==> src/rtl/cds_row_streamer.sv <==
`timescale 1ns/1ps
`default_nettype none
// +----------------------------------------------------------------------------+
// | cds_row_streamer: captures a column-parallel ADC row (reset+signal or      |
// | signal only), applies clamped digital CDS and streams LANES pixels/beat.   |
// | Rev 1.0                                                                    |
// +----------------------------------------------------------------------------+
module cds_row_streamer #(
  parameter int ARRAY_WIDTH   = 10,
  parameter int ARRAY_HEIGHT  = 10,
  parameter int COUNTER_WIDTH = 8,
  parameter int LANES         = 1
) (
  input  logic                                 system_clk,
  input  logic                                 reset,
  input  logic                                 enable,
  input  logic                                 cds,
  input  logic [ARRAY_WIDTH*COUNTER_WIDTH-1:0] row_data,
  input  logic                                 row_reset_valid,
  input  logic                                 row_signal_valid,
  output logic                                 row_ready,
  output logic                                 out_valid,
  input  logic                                 out_ready,
  output logic [LANES*COUNTER_WIDTH-1:0]       out_data,
  output logic                                 out_sol,
  output logic                                 out_eol,
  output logic                                 out_sof,
  output logic                                 out_eof,
  output logic [$clog2(ARRAY_HEIGHT)-1:0]      row_index,
  output logic                                 seq_error
);

  localparam int c_CW        = COUNTER_WIDTH;
  localparam int c_BEATS     = ARRAY_WIDTH / LANES;
  localparam int c_BEAT_W    = (c_BEATS > 1) ? $clog2(c_BEATS) : 1;
  localparam int c_ROW_W     = $clog2(ARRAY_HEIGHT);
  localparam int c_BEAT_BITS = LANES * c_CW;
  localparam logic [c_BEAT_W-1:0] c_LAST_BEAT = c_BEAT_W'(c_BEATS - 1);
  localparam logic [c_ROW_W-1:0]  c_LAST_ROW  = c_ROW_W'(ARRAY_HEIGHT - 1);

  generate
    if (ARRAY_WIDTH % LANES != 0) begin : g_lane_check
      $error("ARRAY_WIDTH must be a multiple of LANES");
    end
  endgenerate

  typedef enum logic [1:0] {
    S_IDLE     = 2'd0,
    S_WAIT_RST = 2'd1,
    S_WAIT_SIG = 2'd2,
    S_STREAM   = 2'd3
  } state_t;

  state_t                       r_state, w_next_state;
  logic                         r_mode_cds;
  logic [c_ROW_W-1:0]           r_row_index;
  logic [c_BEAT_W-1:0]          r_beat;
  logic [ARRAY_WIDTH*c_CW-1:0]  r_rst_buf, r_pix_buf, w_pix_next;
  logic                         r_seq_error;
  logic                         w_cap_rst, w_cap_sig, w_set_err, w_frame_start, w_xfer;
  logic                         w_last_beat, w_last_row;

  // Per-column CDS: signal minus reset, clamped at zero instead of wrapping.
  generate
    for (genvar c = 0; c < ARRAY_WIDTH; c++) begin : g_col
      logic [c_CW-1:0] w_sig, w_rst;
      assign w_sig = row_data[c*c_CW +: c_CW];
      assign w_rst = r_rst_buf[c*c_CW +: c_CW];
      assign w_pix_next[c*c_CW +: c_CW] = !r_mode_cds        ? w_sig :
                                          (w_sig >= w_rst)   ? w_sig - w_rst : '0;
    end
  endgenerate

  assign w_last_beat = (r_beat == c_LAST_BEAT);
  assign w_last_row  = (r_row_index == c_LAST_ROW);

  always_ff @(posedge system_clk) begin
    if (reset) r_state <= S_IDLE;
    else       r_state <= w_next_state;
  end

  always_comb begin
    w_next_state  = r_state;
    w_cap_rst     = 1'b0;
    w_cap_sig     = 1'b0;
    w_set_err     = 1'b0;
    w_frame_start = 1'b0;
    w_xfer        = 1'b0;
    case (r_state)
      S_IDLE: begin
        if (enable) begin
          w_frame_start = 1'b1;
          w_next_state  = cds ? S_WAIT_RST : S_WAIT_SIG;
        end
      end
      S_WAIT_RST: begin
        w_set_err = row_signal_valid;
        if (row_reset_valid) begin
          w_cap_rst    = 1'b1;
          w_next_state = S_WAIT_SIG;
        end
      end
      S_WAIT_SIG: begin
        w_set_err = row_reset_valid && !row_signal_valid;
        if (row_signal_valid) begin
          w_cap_sig    = 1'b1;
          w_next_state = S_STREAM;
        end
      end
      S_STREAM: begin
        w_set_err = row_reset_valid || row_signal_valid;
        w_xfer    = out_ready;
        if (out_ready && w_last_beat) begin
          if (!w_last_row) begin
            w_next_state = r_mode_cds ? S_WAIT_RST : S_WAIT_SIG;
          end else if (enable) begin
            // Back-to-back frames re-sample cds at the frame boundary.
            w_frame_start = 1'b1;
            w_next_state  = cds ? S_WAIT_RST : S_WAIT_SIG;
          end else begin
            w_next_state = S_IDLE;
          end
        end
      end
      default: w_next_state = S_IDLE;
    endcase
  end

  always_ff @(posedge system_clk) begin
    if (reset) begin
      r_mode_cds  <= 1'b0;
      r_row_index <= '0;
      r_beat      <= '0;
      r_rst_buf   <= '0;
      r_pix_buf   <= '0;
      r_seq_error <= 1'b0;
    end else begin
      if (w_frame_start) r_mode_cds  <= cds;
      if (w_set_err)     r_seq_error <= 1'b1;
      if (w_cap_rst)     r_rst_buf   <= row_data;
      if (w_cap_sig) begin
        r_pix_buf <= w_pix_next;
        r_beat    <= '0;
      end
      if (w_xfer) begin
        if (w_last_beat) begin
          r_beat      <= '0;
          r_row_index <= w_last_row ? '0 : r_row_index + 1'b1;
        end else begin
          r_beat <= r_beat + 1'b1;
        end
      end
      if (w_frame_start) r_row_index <= '0;
    end
  end

  assign row_ready = (r_state == S_WAIT_RST) || (r_state == S_WAIT_SIG);
  assign out_valid = (r_state == S_STREAM);
  assign out_data  = r_pix_buf[int'(r_beat) * c_BEAT_BITS +: c_BEAT_BITS];
  assign out_sol   = out_valid && (r_beat == '0);
  assign out_eol   = out_valid && w_last_beat;
  assign out_sof   = out_sol && (r_row_index == '0);
  assign out_eof   = out_eol && w_last_row;
  assign row_index = r_row_index;
  assign seq_error = r_seq_error;

endmodule
`default_nettype wire

==> config.mk <==
export PLATFORM = sky130hd
export DESIGN_NAME = cds_row_streamer
export DESIGN_NICKNAME = d
export VERILOG_FILES = /design/src/rtl/cds_row_streamer.sv
export SDC_FILE = /design/constraint.sdc
export NUM_CORES = 1
export LEC_CHECK = 0
export BUFFER_PORTS_ARGS = -buffer_cell sky130_fd_sc_hd__clkbuf_2
export CORE_MARGIN = 2
export CORE_UTILIZATION = 55
export DETAILED_ROUTE_END_ITERATION = 10
export PLACE_DENSITY = 0.78
export SYNTH_ARGS = -nofsm -noshare
export SYNTH_HDL_FRONTEND = slang
export SYNTH_SLANG_ARGS = --single-unit
==> constraint.sdc <==
create_clock -name system_clk -period 3.2 [get_ports system_clk]
set_clock_uncertainty 0.05 [all_clocks]
set_input_delay 0.32 -clock system_clk [delete_from_list [all_inputs] [get_ports system_clk]]
set_output_delay 0.32 -clock system_clk [all_outputs]
set_load 0.01 [all_outputs]
==> impl_metrics.tcl, run 1 <==
set metrics [dict create \
    io_buffer_count 105 \
    power_switching_mw 2.55 \
    p_clk_frac 0.266 \
    numCtsBuffers 17 \
    drc 0 \
    relSlewSlack 0.551 \
    clock_sinks 172 \
    wl_per_cell_um 15.9 \
    rsz0062_at_grt "no" \
    worstRegToRegCells 6 \
    wl_met2_mm 12.7 \
    netlist_area_mm2 0.0113 \
    synth_nets 1625 \
    cts_hold_buffers 0 \
    powerDensity_mw_per_mm2 559 \
    critPathCaptureType "output pin" \
    power.total_mw 7.01 \
    grt_start_max_net_pins 56 \
    via_count 10600 \
    syn_area_per_cell_um2 7.82 \
    tritoncts "yes" \
    dp_hpwl_mm 20.7 \
    status "complete, no violations" \
    cap_violations 0 \
    seqPwrFrac 0.376 \
    setup_tns_ps 0 \
    hold_end "r_rst_buf[24]" \
    track_usage 0.266 \
    peakVddDrop_mv 0.358 \
    netSwitchingFraction 0.364 \
    grt_first_pass_wirelength_mm 47.8 \
    synth-warning-count 0 \
    ys_ff_latch 172 \
    postRouteAntennaNets 0 \
    num_rows 52 \
    drv_slew 0 \
    r2r-start "r_beat[0]" \
    die_h_um 147 \
    fill_cells 1831 \
    clk_pin_slew_ps 60 \
    worstMarginPinSlew_ps 674 \
    wl_mm 28.4 \
    comb_power_share 0.358 \
    drt_first_pass_iters 6 \
    worstSetupPathType "reg2out" \
    arrival_ps 2320 \
    wirelength_met1_mm 13.2 \
    cts.path.max_buffers 2 \
    coreArea_mm2 0.0202 \
    synthesis.instances 1440 \
    synth_enable_flop_cells 0 \
    dp_cells 1759 \
    cts-resized-gates 0 \
    cts_root_buf "clkbuf_16" \
    finalHoldViolCount 0 \
    layout.nets 1693 \
    most-common-layout-cells "nand2_1, a21oi_1, dfxtp_1" \
    grt_pass1_vias 9839 \
    grt_overflow 0 \
    post_drt_via_cell_ratio 5.90 \
    ios 106 \
    setup_viol 0 \
    placedInstanceArea_mm2 0.0120 \
    regArea_mm2 0.00344 \
    ys_seq_area_frac 0.306 \
    cp_max_fo 23 \
    fin_crit_ps 2690 \
    r2r-end "r_state[0]" \
    die_area_mm2 0.0216 \
    holdPathStages 3 \
    yosysUniqueCellTypes 69 \
    drt_iter0_drc 775 \
    finalCritPeriodShare 0.842 \
    clk_latency_ps 430 \
    ys_dominant_reg_cell "dfxtp_1" \
    gp_congestion 0.898 \
    drive_above_1_share 0.136 \
    htreeDepth 4 \
    reg2reg_slack_ps 890 \
    initial_core_util 0.558 \
    max_freq_ghz 0.371 \
    antenna_found_initial 1 \
    synthArstFlopShare 0 \
    hold_path.class "in2reg" \
    final_common_cell "nand2_1" \
    crit_required_ps 2830 \
    fin_area_mm2 0.0125 \
    postCtsSetupBuffers 0 \
    syn2layout_area_growth_pct 11.3 \
    topRoutingLayerUsed "met4" \
    die_w_um 147 \
    critPathLaunchType "flip-flop" \
    p_leak_nw 4.68 \
    intPower_mw 4.46 \
    multi_input_area_mm2 0.00712 \
    worstHoldStart "row_data[24]" \
    met3_length_mm 1.96 \
    final-instance-count-excl-fill 1790 \
]
==> how the worst max path moves through the flow <==
stage	start	end	slack (ps)
final	r_beat[0]	out_data[7]	510
after global routing	r_beat[0]	out_data[7]	360
after CTS	r_beat[0]	out_data[7]	520
after detailed placement	row_data[0]	r_pix_buf[1]	850
after global placement	row_data[0]	r_pix_buf[1]	930
after floorplan	r_beat[0]	out_sof	1140
==> area by class of cell <==
class	instances	share of cell area
Clock inverter	8	0.00359
Clock buffer	22	0.0378
Sequential cell	172	0.275
Multi-Input combinational cell	1086	0.568
Tap cell	270	0.0270
Inverter	108	0.0323
Antenna cell	1	0.000200
Timing Repair Buffer	123	0.0559
==> sequential cells by signal, indices dropped and copies added, names as in the netlist <==
| register | cells |
|---|---|
| r_state | 2 |
| row_index | 4 |
| r_beat | 4 |
| r_rst_buf | 80 |
| seq_error | 1 |
| r_mode_cds | 1 |
| r_pix_buf | 80 |
==> worst max-delay path: stages, from the launching register on <==
cell      delay (ps)
dfxtp_2          760
mux4_2           600
mux2i_1          200
o22ai_1          160
clkbuf_2         180
==> power by group through the flow <==
stage          clock, mW  combinational (mW)  sequential, mW
6_report            1.87                2.51            2.63
4_1_cts             1.90                2.49            2.63
3_5_place_dp           0                2.46            2.67
5_1_grt             1.98                2.81            2.66
2_1_floorplan          0                1.87            2.59
3_3_place_gp           0                2.40            2.66
==> metrics by stage <==
stage               hold slack [ps]  setup slack (ps)  utilization
floorplan                       386              1140            -
global placement                392               933        0.596
detailed placement              396               853        0.596
CTS                            72.5               519        0.621
global route                   75.7               358        0.621
finish                         82.3               505        0.621
==> synthesized netlist by cell type (5+ instances only) <==
| cell | number | area (um^2) |
|---|---|---|
| nand3_1 | 28 | 140 |
| buf_1 | 10 | 37.5 |
| xnor2_1 | 8 | 70.1 |
| o211ai_1 | 11 | 82.6 |
| fa_1 | 10 | 200 |
| ha_1 | 88 | 1100 |
| inv_1 | 107 | 402 |
| nand2_1 | 208 | 781 |
| a31oi_1 | 16 | 100 |
| xor2_1 | 34 | 298 |
| clkbuf_1 | 50 | 188 |
| and2_1 | 6 | 37.5 |
| mux4_2 | 16 | 360 |
| o21ai_0 | 33 | 165 |
| a221oi_1 | 38 | 333 |
| nor3_1 | 63 | 315 |
| mux2i_1 | 22 | 220 |
| o21ai_1 | 5 | 25.0 |
| nor2b_1 | 13 | 81.3 |
| or4_1 | 5 | 37.5 |
| a21o_1 | 20 | 150 |
| dfxtp_1 | 172 | 3440 |
| a211o_1 | 10 | 87.6 |
| a211oi_1 | 10 | 75.1 |
| o21a_1 | 8 | 60.1 |
| nand4_1 | 9 | 56.3 |
| nor2_1 | 125 | 469 |
| or3_1 | 10 | 62.6 |
| o221a_2 | 6 | 67.6 |
| buf_2 | 13 | 65.1 |
| nand2b_1 | 13 | 81.3 |
| a21oi_1 | 180 | 901 |
| o22ai_1 | 13 | 81.3 |
| nor3b_1 | 11 | 82.6 |
==> kinds of logic (layout without fill, tap and decap cells) <==
| logic type | after synthesis | count (layout) | share of synthesized area |
|---|---|---|---|
| compound gates | 398 | 398 | 0.229 |
| xor+xnor | 42 | 42 | 0.0327 |
| fa+ha+maj | 98 | 98 | 0.116 |
| buf+inv | 182 | 261 | 0.0624 |
| flops | 172 | 172 | 0.306 |
| mux | 39 | 39 | 0.0525 |
| other cells | 0 | 1 | 0 |
| simple gates | 509 | 509 | 0.203 |
==> per-layer routing <==
layer / vias to the layer above / track usage
met4: 0 / 0.0784
met1: 4931 / 0.372
li1: 5235 / -
met2: 341 / 0.417
met5: - / 0
met3: 56 / 0.0568
Power figures use the tool's default switching activity.
==> run 2: changes to the inputs <==
--- a/config.mk
+++ b/config.mk
@@ -9,7 +9,7 @@
 export CORE_MARGIN = 2
 export CORE_UTILIZATION = 55
 export DETAILED_ROUTE_END_ITERATION = 10
-export PLACE_DENSITY = 0.78
+export PLACE_DENSITY = 0.81
 export SYNTH_ARGS = -nofsm -noshare
 export SYNTH_HDL_FRONTEND = slang
 export SYNTH_SLANG_ARGS = --single-unit
==> constraint.sdc (replaced) <==
create_clock -name system_clk -period 2.2 [get_ports system_clk]
set_clock_uncertainty 0.05 [all_clocks]
set_input_delay 0.22 -clock system_clk [delete_from_list [all_inputs] [get_ports system_clk]]
set_output_delay 0.22 -clock system_clk [all_outputs]
set_load 0.01 [all_outputs]
==> impl_metrics.tcl, run 2 (synthesis gave the netlist of run 1 again) <==
set metrics [dict create \
    status "finished, violations left" \
    violations "negative setup slack" \
    drv_slew 0 \
    num_rows 52 \
    max_freq_ghz 0.446 \
    worstSetupPathType "reg2out" \
    via_count 10900 \
    peakVddDrop_mv 0.586 \
    r2r-start "r_rst_buf[0]" \
    drt_iter0_drc 891 \
    dp_slack_ps -26.2 \
    syn2layout_area_growth_pct 20.2 \
    p_leak_nw 5.07 \
    multi_input_area_mm2 0.00747 \
    dp_hpwl_mm 21.1 \
    antenna_found_initial 1 \
    post_drt_via_cell_ratio 5.90 \
    die_w_um 147 \
    gr-max-usage-layer "met2" \
    grt_pass1_vias 10100 \
    numCtsBuffers 17 \
    fin_crit_ps 2240 \
    track_usage 0.273 \
    critPathCaptureType "output pin" \
    wl_mm 30.4 \
    fill_cells 1628 \
    r2r-end "r_pix_buf[4]" \
    ios 106 \
    drt_first_pass_iters 6 \
    clk_pin_slew_ps 60 \
    placedInstanceArea_mm2 0.0122 \
    crit_family "multiplexers" \
    clk_latency_ps 440 \
    finalCritPeriodShare 1.02 \
    gp_congestion 0.909 \
    cap_violations 0 \
    tritoncts "yes" \
    holdPathStages 3 \
    critPathLaunchType "flip-flop" \
    relSlewSlack 0.587 \
    drive_above_1_share 0.181 \
    cts_root_buf "clkbuf_16" \
    finalHoldViolCount 0 \
    crit_chain "buf_12, mux4_2, mux2i_2, o22ai_2, clkbuf_2" \
    grt_overflow 0 \
    met2_usage 0.452 \
    worst_slack_ps -43.6 \
    cp_max_fo 9 \
    powerDensity_mw_per_mm2 804 \
    layout.nets 1753 \
    initial_core_util 0.558 \
    globalRouteMet3Util 0.0525 \
    use_met1 0.365 \
    fin_area_mm2 0.0135 \
    io_buffer_count 105 \
    rsz0062_at_grt "yes" \
    setup_viol 7 \
    power.total_mw 10.9 \
    final_common_cell "nand2_1" \
    worstHoldStart "row_data[15]" \
    reg_top3 "r_pix_buf x80, r_rst_buf x80" \
    cp.buffers_inverters 2 \
    drc 0 \
    hold_end "r_rst_buf[15]" \
    worstRegToRegCells 8 \
    grt_first_pass_wirelength_mm 48.7 \
    clock_sinks 172 \
    wl_per_cell_um 16.4 \
    die_area_mm2 0.0216 \
    critPathSlowestCell "mux4_2" \
    arrival_ps 1970 \
    reg2reg_slack_ps 40 \
    htreeDepth 4 \
    cpPeakStageDelay_ps 550 \
    most-common-layout-cells "nand2_1, a21oi_1, dfxtp_1" \
    coreArea_mm2 0.0202 \
    worstMarginPinSlew_ps 619 \
    cts.path.max_buffers 2 \
    hold_path.class "in2reg" \
    grt_start_max_net_pins 68 \
    regArea_mm2 0.00345 \
    die_h_um 147 \
    crit_required_ps 1930 \
    postRouteAntennaNets 0 \
]
==> run 2: worst min-delay path, stage by stage <==
cell and delay (ps):
clkbuf_2 110, nand2_1 60, a21oi_1 60
==> run 2: through the flow <==
| step | setup TNS [ps] | cells | hold WS (ps) | util |
|---|---|---|---|---|
| 2_1_floorplan | 0 | 1440 | 306 | - |
| 3_3_place_gp | 0 | 1773 | 392 | 0.603 |
| 4_1_cts | -154 | 1847 | 0.327 | 0.654 |
| 5_1_grt | -1020 | 1851 | 2.21 | 0.671 |
| 3_5_place_dp | -26.2 | 1773 | 396 | 0.603 |
| 6_report | -154 | 1852 | 10.3 | 0.671 |
==> run 2: final cells by class <==
class,count,share of cell area
clock inverter,10,0.00850
sequential,172,0.255
multi-input combinational,1086,0.552
timing repair buffer,183,0.0952
clock buffer,22,0.0350
antenna,1,0.000185
inverter,108,0.0299
tap,270,0.0249
==> run 2: power by group <==
| group | internal (mW) | switching (mW) |
|---|---|---|
| clock network | 1.76 | 1.28 |
| logic | 1.62 | 2.42 |
| registers | 3.55 | 0.268 |
| total | 6.93 | 3.96 |
==> run 2: what timing repair did <==
item,4_1_cts,5_1_grt
gates resized for setup,8,58
endpoints found under the hold margin,40,0
pin swaps,3,11
hold buffers,40,0
endpoints found under the setup margin,10,53
setup buffers,2,4
==> run 2: how the worst max path moves through the flow <==
stage                      start      endpoint  slack, ps  cells past startpoint
floorplan           r_rst_buf[0]  r_pix_buf[0]        210                      8
global placement     row_data[0]  r_pix_buf[1]         70                     10
detailed placement   row_data[0]  r_pix_buf[1]        -30                     10
CTS                    r_beat[0]   out_data[5]        -30                      5
global route           r_beat[0]   out_data[0]       -110                      5
finish                 r_beat[0]   out_data[0]        -40                      5
==> run 2: per-layer routing <==
layer | up-vias | share of wire | wire length [um]
li1 | 5357 | - | -
met1 | 5155 | 0.44 | 13300
met2 | 376 | 0.48 | 14700
met3 | 46 | 0.065 | 1970
met4 | 0 | 0.017 | 529
met5 | - | 0 | 0
==> run 3: changes to the inputs <==
==> config.mk (replaced) <==
export PLATFORM = sky130hd
export DESIGN_NAME = cds_row_streamer
export DESIGN_NICKNAME = d
export VERILOG_FILES = /design/src/rtl/cds_row_streamer.sv
export SDC_FILE = /design/constraint.sdc
export NUM_CORES = 1
export LEC_CHECK = 0
export CORE_MARGIN = 2
export CORE_UTILIZATION = 55
export DETAILED_ROUTE_END_ITERATION = 10
export DONT_BUFFER_PORTS = 1
export PLACE_DENSITY = 0.76
export SYNTH_ARGS = -nofsm -noshare
export SYNTH_HDL_FRONTEND = slang
export SYNTH_SLANG_ARGS = --single-unit
==> impl_metrics.tcl, run 3 (synthesis gave the netlist of run 1 again) <==
set metrics [dict create \
    cp_max_fo 20 \
    grt_overflow 0 \
    r2r-start "r_rst_buf[35]" \
    violations "negative hold slack" \
    critPathLaunchType "flip-flop" \
    cpPeakStageDelay_ps 520 \
    worstSetupPathType "reg2out" \
    numCtsBuffers 17 \
    die_h_um 147 \
    relSlewSlack 0.570 \
    drive_above_1_share 0.0937 \
    tritoncts "yes" \
    ios 106 \
    track_usage 0.287 \
    final-instance-count-excl-fill 1818 \
    dp_cells 1663 \
    seqPwrFrac 0.343 \
    die_area_mm2 0.0216 \
    globalRouteMet3Util 0.0568 \
    grt_pass1_vias 10500 \
    drt_first_pass_iters 5 \
    finalCritPeriodShare 0.992 \
    critPathCaptureType "output pin" \
    reg_top3 "r_pix_buf x80, r_rst_buf x80" \
    p_clk_frac 0.299 \
    io_buffer_count 0 \
    n_antenna_cell 0 \
    gp_congestion 0.895 \
    initial_core_util 0.558 \
    final_common_cell "nand2_1" \
    peakVddDrop_mv 0.535 \
    crit_required_ps 1930 \
    gr-max-usage-layer "met2" \
    antenna_found_initial 0 \
    most-common-layout-cells "nand2_1, a21oi_1, dfxtp_1" \
    syn2layout_area_growth_pct 21.7 \
    drc 0 \
    hold_path.class "in2reg" \
    wl_mm 31.6 \
    power.total_mw 11.1 \
    use_met1 0.383 \
    critPathSlowestCell "o22ai_1" \
    placedInstanceArea_mm2 0.0116 \
    arrival_ps 1910 \
    powerDensity_mw_per_mm2 811 \
    met2_usage 0.467 \
    crit_chain "buf_4, nor2_1, nand2_1, o22ai_1" \
    grt_start_max_net_pins 102 \
    p_leak_nw 5.09 \
    post_drt_via_cell_ratio 5.94 \
    die_w_um 147 \
    dp_hpwl_mm 20.1 \
    status "finished, violations left" \
    fin_area_mm2 0.0137 \
    worstMarginPinSlew_ps 645 \
    clock_sinks 172 \
    power_switching_mw 3.89 \
    netSwitchingFraction 0.350 \
    max_freq_ghz 0.458 \
    grt_first_pass_wirelength_mm 51.2 \
    rsz0062_at_grt "yes" \
    fin_crit_ps 2180 \
    htreeDepth 4 \
    clk_pin_slew_ps 60 \
    comb_power_share 0.358 \
    setup_viol 0 \
    layout.nets 1720 \
    reg2reg_slack_ps 120 \
    drt_iter0_drc 801 \
    cts_root_buf "clkbuf_16" \
    intPower_mw 7.23 \
    via_count 10800 \
    drv_slew 0 \
    fill_cells 1654 \
    cap_violations 0 \
    startpoint "r_beat[1]" \
    clk_latency_ps 450 \
    postRouteAntennaNets 0 \
    worstHoldStart "row_data[49]" \
    holdWs_ps -25.7 \
    finalHoldViolCount 4 \
    cts.path.max_buffers 2 \
    coreArea_mm2 0.0202 \
    num_rows 52 \
    wl_per_cell_um 17.4 \
]
## run 3: what timing repair did
item | 4_1_cts | 5_1_grt
cloned | 0 | 1
hold buffers | 119 | 2
resized for setup | 9 | 38
buffers inserted | 0 | 1
hold endpoints to repair | 170 | 2
pin swaps | 0 | 7
endpoints found under the setup margin | 9 | 57
## run 3: layer usage
layer / part of all wire / up-vias
met5: 0 / -
met4: 0.022 / 0
met3: 0.065 / 49
met2: 0.47 / 329
met1: 0.45 / 5128
li1: - / 5286
## run 3: path summary, 6_finish.rpt
kind,depth (start not counted),end
max,4,out_data[0]
min,2,r_pix_buf[49]
max reg2reg,7,r_pix_buf[35]
min reg2reg,2,r_rst_buf[62]
## run 3: final cells by class
cell class | instances | area (um^2) | share of cell area
clock inverters | 9 | 159 | 0.0116
well taps | 270 | 338 | 0.0246
clock buffers | 23 | 478 | 0.0349
multi-input cells | 1086 | 7330 | 0.535
flip-flops and latches | 172 | 3450 | 0.251
repair buffers | 150 | 1550 | 0.113
inverters | 108 | 405 | 0.0296
## run 3: power by group through the flow
stage | sequential (mW) | clock (mW) | combinational (mW)
floorplan | 3.77 | 0 | 2.71
global placement | 3.86 | 0 | 3.34
detailed placement | 3.87 | 0 | 3.41
CTS | 3.81 | 3.35 | 3.74
global route | 3.86 | 3.48 | 4.42
finish | 3.82 | 3.32 | 3.98
## run 3: critical path: cells and delay by family (launching register included)
family / cells / cell delay, ps
compound gates: 1 / 520
buf+inv: 1 / 220
flops: 1 / 310
simple gates: 2 / 420
## run 3: through the flow
| stage | setup TNS, ps | setup WS [ps] | utilization |
|---|---|---|---|
| CTS | -6.12 | -6.12 | 0.667 |
| floorplan | 0 | 205 | - |
| global placement | 0 | 129 | 0.573 |
| global route | -112 | -48.5 | 0.680 |
| finish | 0 | 18.3 | 0.680 |
| detailed placement | 0 | 1.87 | 0.573 |
